`config.mk`:
```
export PLATFORM = sky130hd
export DESIGN_NAME = random_delay_timer
export DESIGN_NICKNAME = d
export VERILOG_FILES = /design/src/rtl/random_delay_timer.sv
export SDC_FILE = /design/constraint.sdc
export NUM_CORES = 1
export LEC_CHECK = 0
export CELL_PAD_IN_SITES_DETAIL_PLACEMENT = 1
export CELL_PAD_IN_SITES_GLOBAL_PLACEMENT = 2
export CORE_MARGIN = 4
export CORE_UTILIZATION = 25
export DETAILED_ROUTE_END_ITERATION = 7
export HOLD_SLACK_MARGIN = 0.03
export PLACE_DENSITY = 0.71
export SYNTH_ARGS = -nofsm -noshare
export SYNTH_HDL_FRONTEND = slang
export SYNTH_SLANG_ARGS = --single-unit
```
`constraint.sdc`:
```
create_clock -name clk -period 2.5 [get_ports clk]
set_clock_uncertainty 0.05 [all_clocks]
set_input_delay 0.625 -clock clk [delete_from_list [all_inputs] [get_ports clk]]
set_output_delay 0.625 -clock clk [all_outputs]
set_load 0.005 [all_outputs]
```
`src/rtl/random_delay_timer.sv`:
```
// Start-triggered delay timer: waits (random_value + MIN_UNITS) * TICKS_PER_UNIT cycles, then pulses done.
// Optional early-press cancel with an early pulse is enabled by defining RDT_EARLY_PRESS_EN.
module random_delay_timer #(
    parameter int unsigned VALUE_WIDTH    = 5,
    parameter int unsigned TICKS_PER_UNIT = 50000,
    parameter int unsigned MIN_UNITS      = 0
) (
    input  logic                   clk,
    input  logic                   rst_n,
    input  logic                   start,
    input  logic                   abort,
    input  logic [VALUE_WIDTH-1:0] random_value,
`ifdef RDT_EARLY_PRESS_EN
    input  logic                   press,
    output logic                   early,
`endif
    output logic [VALUE_WIDTH+7:0] delay_units,
    output logic                   busy,
    output logic                   done
);

    localparam int unsigned UnitW = VALUE_WIDTH + 8;
    localparam int unsigned PreW  = (TICKS_PER_UNIT > 1) ? $clog2(TICKS_PER_UNIT) : 1;
    localparam logic [PreW-1:0] PreMax = PreW'(TICKS_PER_UNIT - 1);

    typedef enum logic [1:0] {
        StIdle,
        StWait,
        StDone
    } state_e;

    state_e             state_q, state_d;
    logic [PreW-1:0]    presc_q, presc_d;
    logic [UnitW-1:0]   units_q, units_d;
    logic [UnitW-1:0]   delay_units_q, delay_units_d;
    logic [UnitW-1:0]   sampled_units;
    logic               tick_wrap;
    logic               expire;
`ifdef RDT_EARLY_PRESS_EN
    logic               early_q, early_d;
`endif

    assign sampled_units = UnitW'(random_value) + UnitW'(MIN_UNITS);
    assign tick_wrap     = (presc_q == PreMax);
    // A zero-unit delay still spends one cycle in WAIT.
    assign expire        = (units_q == '0) || ((units_q == UnitW'(1)) && tick_wrap);

    always_comb begin
        state_d       = state_q;
        presc_d       = presc_q;
        units_d       = units_q;
        delay_units_d = delay_units_q;
`ifdef RDT_EARLY_PRESS_EN
        early_d       = 1'b0;
`endif
        unique case (state_q)
            StIdle: begin
                if (start && !abort) begin
                    delay_units_d = sampled_units;
                    presc_d       = '0;
                    units_d       = sampled_units;
                    state_d       = StWait;
                end
            end
            StWait: begin
                if (abort) begin
                    presc_d = '0;
                    units_d = '0;
                    state_d = StIdle;
                end
`ifdef RDT_EARLY_PRESS_EN
                else if (press) begin
                    presc_d = '0;
                    units_d = '0;
                    early_d = 1'b1;
                    state_d = StIdle;
                end
`endif
                else if (expire) begin
                    presc_d = '0;
                    units_d = '0;
                    state_d = StDone;
                end else if (tick_wrap) begin
                    presc_d = '0;
                    units_d = units_q - UnitW'(1);
                end else begin
                    presc_d = presc_q + PreW'(1);
                end
            end
            StDone: begin
                state_d = StIdle;
            end
            default: begin
                presc_d = '0;
                units_d = '0;
                state_d = StIdle;
            end
        endcase
    end

    always_ff @(posedge clk or negedge rst_n) begin
        if (!rst_n) begin
            state_q       <= StIdle;
            presc_q       <= '0;
            units_q       <= '0;
            delay_units_q <= '0;
        end else begin
            state_q       <= state_d;
            presc_q       <= presc_d;
            units_q       <= units_d;
            delay_units_q <= delay_units_d;
        end
    end

`ifdef RDT_EARLY_PRESS_EN
    always_ff @(posedge clk or negedge rst_n) begin
        if (!rst_n) begin
            early_q <= 1'b0;
        end else begin
            early_q <= early_d;
        end
    end

    assign early = early_q;
`endif

    assign delay_units = delay_units_q;
    assign busy        = (state_q == StWait);
    assign done        = (state_q == StDone);

endmodule

```
# Word level (Yosys, flattened, before mapping)
# Cells that the tools add are included.
[classes]
bitwise_logic = 1
reduce_logical = 10
mux = 14
n_addsub = 2
eq_ne = 7
[op_table]
columns = ["cell", "count"]
rows = [
  ["$mux W16", 4],
  ["$mux W13", 4],
  ["$pmux W16 S3", 1],
  ["$pmux W13 S3", 1],
  ["$add A16 B1 Y16 const B", 1],
  ["$eq A16 B16 Y1 const B", 1],
  ["$eq A13 B1 Y1 const B", 1],
  ["$logic_not A13 Y1", 1],
  ["$sub A13 B1 Y13 const B", 1],
  ["$mux W2", 3],
  ["$reduce_and A2 Y1", 3],
  ["$ne A4 B2 Y1 const B", 1],
  ["$pmux W2 S2", 1],
  ["$ne A3 B2 Y1 const B", 1],
  ["$reduce_and A3 Y1", 1],
  ["$eq A2 B1 Y1 const B", 1],
  ["$eq A2 B2 Y1 const B", 1],
  ["$logic_and A1 B1 Y1", 2],
  ["$logic_not A2 Y1", 1],
  ["$ne A2 B2 Y1 const B", 1],
  ["$logic_not A1 Y1", 1],
  ["$logic_or A1 B1 Y1", 1],
  ["$not A1 Y1", 1],
]
[totals]
elab_cells = 38
output_inout_bits = 15
regBits = 36
input_bits = 9

# Depth between registers and ports, before layout
# Gate-level depths: netlist of run 1.
[depth]
ltp_word = 6
ltp_mapped = 7
depth_no_buf = 7

# Least setup slack after synthesis of run 1
# Ideal clock, no wire load.
[synth_path]
kind = "reg-to-reg"
start = "register presc_q[7]"
end = "register units_q[11]"
t_required_ns = 2.374
slack_ns = 0.278
stages_incl_launch_ff = 6
t_arrival_ns = 2.096
setup_time_ns = 0.076
period_less_slack_ns = 2.222
n_path_buf = 0
cell_sequence = "dfrtp_1 > or4b_4 > nor4_4 > o31ai_2 > or4_4 > o21ai_1"
[synth_via]
elab_chain_len = 6
elab_cells_between_ends = 8
classes_between = "eq/ne (2); mux (3); reduce/logical (3)"
[synth_rtl]
columns = ["element", "line", "text"]
rows = [
  ["from (decl)", "33", "logic [PreW-1:0] presc_q, presc_d;"],
  ["from (signal assigned)", "109", "presc_q <= presc_d;"],
  ["$eq A16 B16 Y1 (*)", "44", "assign tick_wrap = (presc_q == PreMax);"],
  ["$logic_and A1 B1 Y1", "46", "assign expire = (units_q == '0) || ((units_q == UnitW'(1)) && tick_wrap);"],
  ["$logic_or A1 B1 Y1", "46", ""],
  ["$mux W13", "79", "else if (expire) begin"],
  ["$mux W13", "66", "if (abort) begin"],
  ["$pmux W13 S3", "56", "unique case (state_q)"],
  ["to (signal assigned)", "110", "units_q <= units_d;"],
  ["to (decl)", "34", "logic [UnitW-1:0] units_q, units_d;"],
]
# Mark *: on every way between the ends. The rest lies on a longest branch, timed or not.
# A chain may end at the register's enable or synchronous reset.

# Worst setup path in the final report of run 1
[layout_path]
start = "register presc_q[12]"
end = "register units_q[1]"
# Same word-level chain as after synthesis.

==> flow_summary_export.csv, run 1 <==
group,metric,value,unit
logic_synthesis,synth_top_area_cell,"dfrtp_1",
clock_network,cts_tree,"done",
routing,drtPass1Iterations,4,
logic_synthesis,synth_cell_types,51,
run,drv_cap,0,
final_layout,n_fill_cell,922,
pwr,finalPower,0.00215,W
routing,ant_nets,0,
worst_setup_path,crit_path_cell_trace,"or4b_1, o41ai_1, buf_4, a21oi_1, buf_4, a221oi_1, a21oi_1",
logic_synthesis,yosysSeqAreaShare,44.7,%
logic_synthesis,syn_area,2010,um2
floorplanning,die_h,97.7,um
sta,hold_viol_final,0,
sta,fin_tns_setup,0,ps
sta,rsz0062_at_grt,"false",
placement,dp_hpwl,3870,um
worst_setup_path,crit_start,"presc_q[12]",
floorplanning,core-area,7770,um2
worst_setup_path,critPathLaunchType,"register",
worst_setup_path,cp_slowest_stage_delay,620,ps
clock_network,cts_sinks,36,
final_layout,n_antenna_cell,0,
routing,drc,0,
outcome,status,"finished clean",
logic_synthesis,async_flop_share,100,%
routing,avgViaCountPerCell,4.89,
floorplanning,start_util,25.9,%
routing,via_count,1701,
worst_setup_path,worstPathRequired,2620,ps
final_layout,final_common_cell,"dfrtp_1",
worst_hold_path,hold_path.class,"input port to asynchronous set/reset pin",
routing,drt-total-wl,5170,um
sta,setup_ws,141,ps
sta,clock.fmax,0.424,GHz
floorplanning,die_area,9550,um2
routing,drt_iter0_drc,98,
clock_network,clkTransAtPathRegs,80,ps
clock_network,cts.path.max_buffers,2,
floorplanning,pin_count,24,
sta,slew_headroom,43.7,%
worst_setup_path,critPathTopFamily,"compound AO/OA/AOI/OAI gates",
global_routing,grt_max_degree,37,
worst_setup_path,r2r_start,"presc_q[12]",
logic_synthesis,synth-edff-count,0,
logic_synthesis,synth_area_leaders,"dfrtp_1 45%, nor2_1 4.7%, xor2_1 3.5%",
sta,setup_viol,0,
final_layout,mostFrequentLayoutCells,"36 x dfrtp_1, 25 x nor2_1, 22 x buf_4",
clock_network,post_cts_buffers,0,
global_routing,grt_pass1_vias,1816,
floorplanning,rows,32,
worst_setup_path,worst-path-buf-inv,2,
logic_synthesis,ys_seq_elements,36,
final_layout,nets,258,
sta,whs,390,ps
logic_synthesis,synth_top_cell_area_share,44.7,%
sta,min_period_over_period,94.4,%
sta,period_needed,2360,ps
clock_network,cts_hold_repair.buffers,0,
pwr,peakVddDrop,0.317,mV
logic_synthesis,yosysWarnings,0,
logic_synthesis,synth_area_per_cell,9.82,um2
final_layout,final_layout_size_suffix_gt1_share,19.9,%
floorplanning,die_w,97.7,um
worst_setup_path,cp_max_fo,7,
clock_network,clkLatencyLatePin,290,ps
final_layout,area_growth,24.5,%
global_routing,grt_overflow,0,
worst_setup_path,crit_type,"register to register",
worst_setup_path,critical_path_arrival,2480,ps
placement,globalplace.congestion,0.759,
pwr,p_per_area,857,nW/um2
clock_network,cts_resized,0,
sta,tightest_slew,844,ps
placement,pre_cts_slack,-164,ps
logic_synthesis,ys.flop_type,"dfrtp_1",
worst_setup_path,cp_slowest_cell,"or4b_1",
global_routing,antenna_found_initial,0,
clock_network,cts_root_buf,"clkbuf_8",
worst_setup_path,end_kind,"register",
placement,portBuffers,15,
logic_synthesis,synth_cells,205,
routing,wl_per_cell,14.8,um
sta,drv_slew,0,
clock_network,h-tree-depth,2,
global_routing,grt_pass1_wl,9180,um
pwr,leakage,1.08,nW
global_routing,grt.total_usage,11.6,%
clock_network,numCtsBuffers,5,
==> layer usage <==
metal  vias to the layer above  wire length [um]  track usage (%)
li1                        811                 -                -
met1                       860              2300             14.8
met2                        24              2640             19.9
met3                         6               166             2.43
met4                         0                58             3.19
met5                         -                 0                0
==> state kept, by name, indices dropped and copies added, names as in the netlist <==
register	flops
units_q	13
state_q	2
delay_units	5
presc_q	16
==> where the power goes <==
group | switching, W | leakage (nW) | internal (W) | total [W]
clock network | 0.000225 | 0.0541 | 0.000295 | 0.000520
registers | 0.000108 | 0.481 | 0.000687 | 0.000795
logic | 0.000440 | 0.545 | 0.000393 | 0.000833
total | 0.000773 | 1.08 | 0.00138 | 0.00215
==> synth_stat cells, drive strengths merged (3+ instances only) <==
cell type and number:
a21oi 6, a22oi 3, a2bb2oi 6, and3 3
buf 8, clkbuf 3, dfrtp 36, ha 4
inv 7, mux2 6, nand2 19, nand3 7
nand4 5, nor2 25, nor3 5, nor4 4
nor4b 3, o21ai 10, o31ai 6, xnor2 4
xor2 8
==> final cells by class <==
cell class	instances	area, um2	area share, %
multi-input combinational	158	1030	41.1
timing repair buffer	37	310	12.4
clock inverter	3	42.5	1.70
sequential	36	901	35.9
inverter	7	26.3	1.05
tap	102	128	5.09
clock buffer	5	68.8	2.74
==> metrics by stage <==
stage / std cells / area [um2] / utilization (%)
3_5_place_dp: 340 / 2400 / 30.8
3_3_place_gp: 340 / 2400 / 30.8
4_1_cts: 348 / 2510 / 32.3
5_1_grt: 348 / 2510 / 32.3
2_1_floorplan: 212 / 2040 / -
6_report: 348 / 2510 / 32.3
==> path summary, 6_finish.rpt <==
path,end,slack [ps],cells after the start
setup / recovery,units_q[1],140,7
hold / removal,delay_units[3],390,1
setup reg to reg,units_q[1],140,7
hold reg to reg,delay_units[4],460,1
max in group asynchronous,presc_q[5],1480,1
min in group clk,delay_units[4],460,1
==> kinds of logic after synthesis <==
| kind of cell | Yosys count | synth area share, % |
|---|---|---|
| mux | 6 | 3.36 |
| other cells | 1 | 0.186 |
| fa+ha+maj | 4 | 2.49 |
| buf+inv | 18 | 5.35 |
| simple gates | 83 | 22.6 |
| flops | 36 | 44.7 |
| xor+xnor | 12 | 5.22 |
| compound gates | 45 | 16.0 |
==> worst reg2reg max path, delay by kind of cell, from the launching register on <==
family	cells	cell delay, ps
compound gates	4	790
simple gates	1	620
flops	1	420
buf+inv	2	350
Note: power is estimated with default switching activity, not from simulation.
==> run 2, diff against run 1 <==
--- a/config.mk
+++ b/config.mk
@@ -10,7 +10,9 @@
 export CORE_MARGIN = 4
 export CORE_UTILIZATION = 25
 export DETAILED_ROUTE_END_ITERATION = 7
+export GPL_ROUTABILITY_DRIVEN = 0
 export HOLD_SLACK_MARGIN = 0.03
+export MAX_ROUTING_LAYER = met4
 export PLACE_DENSITY = 0.71
 export SYNTH_ARGS = -nofsm -noshare
 export SYNTH_HDL_FRONTEND = slang
==> flow_summary_export.csv, run 2 (synthesis gave the netlist of run 1 again) <==
group,metric,value,unit
final_layout,n_antenna_cell,0,
worst_setup_path,cp_max_fo,7,
final_layout,final_common_cell,"dfrtp_1",
pwr,seq_power_share,37.0,%
sta,hold_viol_final,0,
floorplanning,die_area,9550,um2
final_layout,final_layout_size_suffix_gt1_share,19.9,%
sta,tightest_slew,844,ps
floorplanning,die_w,97.7,um
clock_network,cts_sinks,36,
final_layout,largest_register,"presc_q",
placement,pre_cts_slack,-164,ps
run,drv_cap,0,
sta,drv_slew,0,
final_layout,stdcell_count,348,
sta,setup_ws,141,ps
worst_setup_path,critPathLaunchType,"register",
worst_setup_path,rrSetupSlack,140,ps
floorplanning,core-area,7770,um2
worst_setup_path,end_kind,"register",
worst_setup_path,rr_endpoint,"units_q[1]",
worst_hold_path,hold_path.class,"input port to asynchronous set/reset pin",
worst_setup_path,r2r_start,"presc_q[12]",
outcome,status,"finished clean",
clock_network,cts_resized,0,
routing,avgViaCountPerCell,4.89,
final_layout,multiInputGateArea,1030,um2
final_layout,largest_reg_flops,16,
worst_setup_path,cp_slowest_cell,"or4b_1",
pwr,peakVddDrop,0.317,mV
global_routing,antenna_found_initial,0,
worst_setup_path,cp_slowest_stage_delay,620,ps
final_layout,nets,258,
clock_network,numCtsBuffers,5,
pwr,swShare,36.0,%
sta,rsz0062_at_grt,"false",
sta,period_needed,2360,ps
routing,drt_iter0_drc,92,
worst_setup_path,ff2ff_path_depth,7,
global_routing,grt_max_degree,37,
clock_network,cts_root_buf,"clkbuf_8",
worst_setup_path,crit_end,"units_q[1]",
clock_network,h-tree-depth,2,
worst_setup_path,crit_type,"register to register",
pwr,intPower,0.00138,W
placement,place_inst,340,
clock_network,post_cts_buffers,0,
final_layout,area_growth,24.5,%
global_routing,grt_pass1_wl,9180,um
global_routing,grt_overflow,0,
placement,place_area,2400,um2
clock_network,cts_tree,"done",
routing,drt-total-wl,5170,um
routing,wl_per_cell,14.8,um
final_layout,regArea,901,um2
sta,clock.fmax,0.424,GHz
clock_network,cts.path.max_buffers,2,
worst_setup_path,crit_start,"presc_q[12]",
global_routing,grt_pass1_vias,1816,
routing,drc,0,
placement,portBuffers,15,
clock_network,clkLatencyLatePin,290,ps
worst_setup_path,critical_path_arrival,2480,ps
final_layout,mostFrequentLayoutCells,"36 x dfrtp_1, 25 x nor2_1, 22 x buf_4",
routing,ant_nets,0,
floorplanning,rows,32,
placement,dp_hpwl,3870,um
sta,min_period_over_period,94.4,%
worst_setup_path,crit_path_cell_trace,"or4b_1, o41ai_1, buf_4, a21oi_1, buf_4, a221oi_1, a21oi_1",
global_routing,grt.total_usage,11.9,%
worst_setup_path,worstPathRequired,2620,ps
worst_setup_path,critPathTopFamily,"compound AO/OA/AOI/OAI gates",
worst_setup_path,worst-path-buf-inv,2,
final_layout,n_fill_cell,922,
routing,via_count,1701,
worst_setup_path,path_depth,7,
sta,slew_headroom,43.7,%
floorplanning,start_util,25.9,%
clock_network,cts_hold_repair.buffers,0,
clock_network,clkTransAtPathRegs,80,ps
pwr,leakage,1.08,nW
sta,fin_tns_setup,0,ps
pwr,switchingPower,0.000773,W
pwr,combPwrFrac,38.8,%
final_layout,final_cell_area,2510,um2
floorplanning,die_h,97.7,um
pwr,p_per_area,857,nW/um2
routing,drtPass1Iterations,4,
sta,setup_viol,0,
floorplanning,pin_count,24,
pwr,p_clk_share,24.2,%
## run 2: cell counts in the layout (fill, tap and decap cells not counted)
Identical to the previous run, type by type.
## run 2: per-stage QoR
| stage | total power (W) | hold WS, ps | utilization [%] |
|---|---|---|---|
| after floorplan | 0.00129 | 279 | - |
| after global placement | 0.00164 | 443 | 30.8 |
| after detailed placement | 0.00165 | 448 | 30.8 |
| after CTS | 0.00219 | 425 | 32.3 |
| after global routing | 0.00234 | 451 | 32.3 |
| final | 0.00215 | 390 | 32.3 |
## run 2: worst reg2reg max path, stage by stage (launching register included)
cell	delay (ps)
dfrtp_1	420
or4b_1	620
o41ai_1	390
buf_4	180
a21oi_1	70
buf_4	170
a221oi_1	260
a21oi_1	70
## run 2: power by group through the flow
| stage | combinational [W] | clock, W | sequential (W) |
|---|---|---|---|
| final | 0.000833 | 0.000520 | 0.000795 |
| after global routing | 0.000952 | 0.000573 | 0.000818 |
| after CTS | 0.000852 | 0.000541 | 0.000796 |
| after detailed placement | 0.000845 | 0 | 0.000808 |
| after global placement | 0.000838 | 0 | 0.000805 |
| after floorplan | 0.000505 | 0 | 0.000782 |
## run 2: worst min-delay path by stage
stage / startpoint / to / slack [ps] / cells past startpoint
final: rst_n / delay_units[3] / 390 / 1
after global routing: rst_n / delay_units[3] / 450 / 1
after CTS: rst_n / delay_units[3] / 430 / 1
after detailed placement: delay_units[3] / delay_units[3] / 450 / 1
after global placement: delay_units[3] / delay_units[3] / 440 / 1
after floorplan: rst_n / delay_units[0] / 280 / 0
## run 2: metal layers
metal	part of all wire [%]	GRT usage (%)
met1	45	14.9
met2	51	19.9
met3	2.4	1.50
met4	1.3	3.83
met5	0	-
## run 2: area by class of cell
cell class,count,share of cell area [%]
Clock inverter,3,1.70
Inverter,7,1.05
Tap cell,102,5.09
Clock buffer,5,2.74
Timing Repair Buffer,37,12.4
Multi-Input combinational cell,158,41.1
Sequential cell,36,35.9
